`config.mk`:
```
export PLATFORM = sky130hd
export DESIGN_NAME = mealy_seq_detect_param
export DESIGN_NICKNAME = d
export VERILOG_FILES = /design/src/rtl/mealy_seq_detect_param.sv
export SDC_FILE = /design/constraint.sdc
export NUM_CORES = 1
export LEC_CHECK = 0
export BUFFER_PORTS_ARGS = -buffer_cell sky130_fd_sc_hd__buf_2
export CAP_MARGIN = 20
export CORE_AREA = 3 3 40 42
export DETAILED_ROUTE_END_ITERATION = 12
export DIE_AREA = 0 0 43 45
export PLACE_DENSITY_LB_ADDON = 0.05
export SETUP_SLACK_MARGIN = 0.02
export SYNTH_ARGS = -nofsm -noshare
export SYNTH_HDL_FRONTEND = slang
export SYNTH_SLANG_ARGS = --single-unit
```
`constraint.sdc`:
```
create_clock -name clk -period 1.5 [get_ports clk]
set_clock_uncertainty 0.15 [all_clocks]
set_input_delay 0.3 -clock clk [delete_from_list [all_inputs] [get_ports clk]]
set_output_delay 0.3 -clock clk [all_outputs]
set_load 0.05 [all_outputs]
```
`src/rtl/mealy_seq_detect_param.sv`:
```
// mealy_seq_detect_param
// Parametrised Mealy serial sequence detector on a 1-bit stream. The pattern
// (N bits, MSB received first) is fixed by parameters. On a mismatch the
// detector falls back to the longest pattern prefix that is still alive,
// using a KMP-style table computed at elaboration.
//
// Optional feature: define MEALY_MATCH_CNT_EN to build a saturating match
// counter on match_count. Without it, match_count is tied to zero and the
// port list is unchanged.
//
// Ports
//   clk          rising-edge clock
//   reset        asynchronous, active-high reset
//   x            serial data bit, used only when en=1
//   en           bit-valid qualifier
//   overlap      1 = overlapping detection, 0 = non-overlapping (sampled on match)
//   y            Mealy match flag, combinational from state, x and en
//   state_o      current matched-prefix length
//   match_count  saturating match count (zero unless MEALY_MATCH_CNT_EN)
//
// State table (S = matched-prefix length)
//   S     | meaning
//   0     | no pattern bits matched
//   k     | first k pattern bits matched (1 <= k <= N-2)
//   N-1   | all but the last bit matched; y asserts if x completes the pattern

module mealy_seq_detect_param #(
   parameter int             N       = 4,
   parameter logic [N-1:0]   PATTERN = 4'b1001,
   parameter int             CNT_W   = 8
) (
   input  logic                  clk,
   input  logic                  reset,
   input  logic                  x,
   input  logic                  en,
   input  logic                  overlap,
   output logic                  y,
   output logic [$clog2(N)-1:0]  state_o,
   output logic [CNT_W-1:0]      match_count
);

   localparam int SW  = $clog2(N);
   localparam int TBL = 2 ** (SW + 1);

   if ((N < 2) || (N > 16)) begin : g_bad_n
      $error("mealy_seq_detect_param: N must be within 2..16");
   end

   // Longest proper pattern prefix that is a suffix of (first s pattern bits
   // followed by b). Capping k at N-1 keeps the result a legal state and,
   // for s=N-1 with a completing bit, yields the overlap restart point.
   function automatic int next_prefix(input int s, input logic b);
      int           best;
      int           idx;
      logic         ok;
      logic         bit_v;
      logic [N-1:0] pv;
      logic [N-1:0] pp;
      best = 0;
      for (int k = 1; k < N; k++) begin
         if (k <= s + 1) begin
            ok = 1'b1;
            for (int i = 0; i < k; i++) begin
               idx = s + 1 - k + i;
               pv  = PATTERN >> (N - 1 - idx);
               pp  = PATTERN >> (N - 1 - i);
               bit_v = (idx == s) ? b : pv[0];
               if (bit_v != pp[0]) ok = 1'b0;
            end
            if (ok) best = k;
         end
      end
      return best;
   endfunction

   localparam int              F_N     = next_prefix(N - 1, PATTERN[0]);
   localparam logic [SW-1:0]   S_LAST  = SW'(N - 1);
   localparam logic [SW-1:0]   S_OVL   = SW'(F_N);

   // Next-state table indexed by {S, x}; codes >= N are unreachable.
   logic [SW-1:0] nxt_tbl [TBL];

   for (genvar gs = 0; gs < 2 ** SW; gs++) begin : g_s
      for (genvar gb = 0; gb < 2; gb++) begin : g_b
         if (gs < N) begin : g_live
            assign nxt_tbl[gs*2+gb] = SW'(next_prefix(gs, 1'(gb)));
         end else begin : g_dead
            assign nxt_tbl[gs*2+gb] = '0;
         end
      end
   end

   logic [SW-1:0] s_q;
   logic [SW-1:0] s_d;

   always_comb begin
      y   = en & (s_q == S_LAST) & (x == PATTERN[0]);
      s_d = s_q;
      if (en) begin
         if (y) begin
            s_d = overlap ? S_OVL : '0;
         end else begin
            s_d = nxt_tbl[{s_q, x}];
         end
      end
   end

   always_ff @(posedge clk or posedge reset) begin
      if (reset) begin
         s_q <= '0;
      end else begin
         s_q <= s_d;
      end
   end

   assign state_o = s_q;

`ifdef MEALY_MATCH_CNT_EN
   logic [CNT_W-1:0] cnt_q;
   logic [CNT_W-1:0] cnt_d;

   always_comb begin
      cnt_d = cnt_q;
      if (y && (cnt_q != {CNT_W{1'b1}})) begin
         cnt_d = cnt_q + CNT_W'(1);
      end
   end

   always_ff @(posedge clk or posedge reset) begin
      if (reset) begin
         cnt_q <= '0;
      end else begin
         cnt_q <= cnt_d;
      end
   end

   assign match_count = cnt_q;
`else
   assign match_count = '0;
`endif

endmodule

```
==> out/results.txt <==
Worst Hold End - state_o[0]$_DFFE_PP0P_
CP max stage delay - 0.39 ns
achievable frequency - 700 MHz
first-pass GRT wire length - 565 um
maximum clock insertion buffer count - 2
R2R Path Start - state_o[0]$_DFFE_PP0P_
total grt overflow - 0
setup TNS - 0 ns
Worst-Skew Late Latency - 0.23 ns
Final WS setup - 0.0723 ns
Post-DRT Antenna Nets - 0
Fillers - 150
Avg Cell Area, Syn - 8.16 sq um
Final Instance Count excl. Fillers - 48
Placer Congestion - 0.623
CP max-delay cell - dfrtp_2
P per Cell Area - 1320 mW/mm^2
ANT cells - 0
sequential share of power - 22.8%
Placed Cells - 42
P_leak - 0.130 nW
Syn Inst Count - 21
Avg Vias per Cell - 3.31
Seq cells post-synth - 2
Yosys cell types - 10
Ys Warns - 0
peak supply drop - 0.000360 V
R2R depth - 4
Worst R2R Setup Slack - 0.27 ns
status - finished clean
worst hold path depth - 2
Post-Route WL - 412 um
min-delay worst type - primary input to flop
synth top area cells - buf_4, dfrtp_1, a32o_1, and4_2, o21ai_0
Hold Fails Final Rpt - 0
Mapped Area - 171 sq um
gr usage total - 4.75%
H-tree Lvls - 1
nets@finish - 40
routed len/inst - 8.58 um
Die W - 43 um
element type at the critical path end - primary output
worst path cell trace - and4_4 -> buf_8
power share of the combinational group - 41.0%
wl on met1 - 166 um
clock root buffer - clkbuf_4
vias in the first global route - 129
period utilization - 95.2%
WP data required - 1.05 ns
max FFs per register - 2
Clock Pin Slew Worst Setup and Hold Paths - 0.03 ns
Initial DRC Count - 3
crit path launch type - flop
worst hold start - en
post-synthesis mux area share - 0%
simple-gate portion of the synthesized area - 13.9%
Synth Area in Adders - 0%
CTS tree - built
CTS buffer count - 3
Slew Limit Fails - 0
RSZ-0062 raised after global routing - no
CTS sink cnt - 2
final critical-path required period - 1.43 ns
# rows - 13
DRC errors left - 0
WL met3 - 77 um
core area - 0.00128 sq mm
Arr. time, crit path - 0.98 ns
switching power - 0.145 mW
largest family of logic cells by synthesized area - buffers and inverters
Max FO, Critical Path - 6
DP Worst Slack - 0.171 ns
total length of routed met2 wires - 168 um
Final setup viols - 0
Crit Path Category - flop to primary output
top layer in use - met3
Synth Area in XOR/XNOR - 0%
area of the multi-input gates - 81.3 sq um
# IOs - 16
pin count of the biggest net entering global routing - 7
# port buffers - 7
FF/Latch Area - 52.6 sq um
Die Span Y - 45 um
Seq/Total Area, Yosys - 29.2%
Area Overhead vs Synth - 47.4%
leading area contributor after synthesis - buf_4
Net Sw Frac - 43.4%
Initial Util - 13.3%
Max Cap Viol - 0
Synth top area share - 35.0%
initial antenna violation count - 0
vias - 159
clock power share - 36.2%
reg2reg end - state_o[0]$_DFFE_PP0P_
layout cell share with drive strength beyond 1 - 45.5%
DIE AREA - 0.00194 sq mm
Int Pwr - 0.189 mW
DR pass1 iterations - 4
Synth Area in Compound Gates - 15.3%
metal layers:
layer | global-route usage [%] | up-vias
met3 | 4.38 | 0
met5 | 0 | -
met2 | 5.09 | 13
met4 | 7.23 | 0
li1 | - | 77
met1 | 4.11 | 69
worst max-delay path, delay by kind of cell, from the launching register on:
kind	cells	cell delay, ns
flops	1	0.39
simple gates	1	0.22
buf+inv	1	0.14
cell type report:
cell class / count / area share [%]
multi-input combinational: 16 / 32.2
timing repair buffer: 10 / 27.7
sequential: 2 / 20.8
clock buffer: 3 / 8.91
tap: 15 / 7.43
inverter: 2 / 2.97
power groups by stage:
stage,Combinational [mW],Clock [mW],Sequential [mW]
floorplan,0.0808,0,0.107
global placement,0.117,0,0.0789
detailed placement,0.117,0,0.0778
CTS,0.129,0.131,0.0747
global route,0.143,0.137,0.0768
finish,0.137,0.121,0.0760
stage by stage:
step | hold WS [ns] | power (mW) | instance area, sq um | utilization [%]
after global placement | 0.00310 | 0.196 | 194 | 15.1
after CTS | 0.171 | 0.335 | 240 | 18.7
final | 0.187 | 0.334 | 253 | 19.7
after global routing | 0.204 | 0.357 | 253 | 19.7
after floorplan | -0.109 | 0.188 | 200 | -
after detailed placement | 0.00359 | 0.195 | 194 | 15.1
cell families after synthesis:
kind of cell	Yosys count
other	1
buffers and inverters	10
and+or+nand+nor	4
AOI/OAI and AO/OA	4
DFF	2
cells in the mapped netlist:
library cell  number
inv_1              2
nor2_1             2
buf_4              8
and4_2             1
nand2b_1           1
a31oi_1            1
conb_1             1
dfrtp_1            2
o21ai_0            2
a32o_1             1
cell usage in the layout (no fill, tap or decap), drive strengths merged:
master	instances
dlygate4sd3	1
a31oi	1
nor2	2
conb	8
dfrtp	2
and4	1
clkbuf	3
buf	9
a32o	1
inv	2
nand2b	1
o21ai	2
worst max-delay path by stage:
stage / startpoint / to / slack, ns / depth (start not counted)
6_report: state_o[1]$_DFFE_PP0P_ / y / 0.07 / 2
5_1_grt: state_o[1]$_DFFE_PP0P_ / y / 0.04 / 2
3_5_place_dp: en / y / 0.17 / 3
3_3_place_gp: en / y / 0.17 / 3
2_1_floorplan: state_o[1]$_DFFE_PP0P_ / y / 0.07 / 1
4_1_cts: state_o[0]$_DFFE_PP0P_ / y / 0.03 / 2
repair_timing:
action	4_1_cts	5_1_grt
endpoints found under the setup margin	1	1
buffers inserted	1	1
gates cloned	0	0
gates resized for setup	2	2
hold buffers	1	0
hold endpoints to repair	2	0
Power figures use the tool's default switching activity.
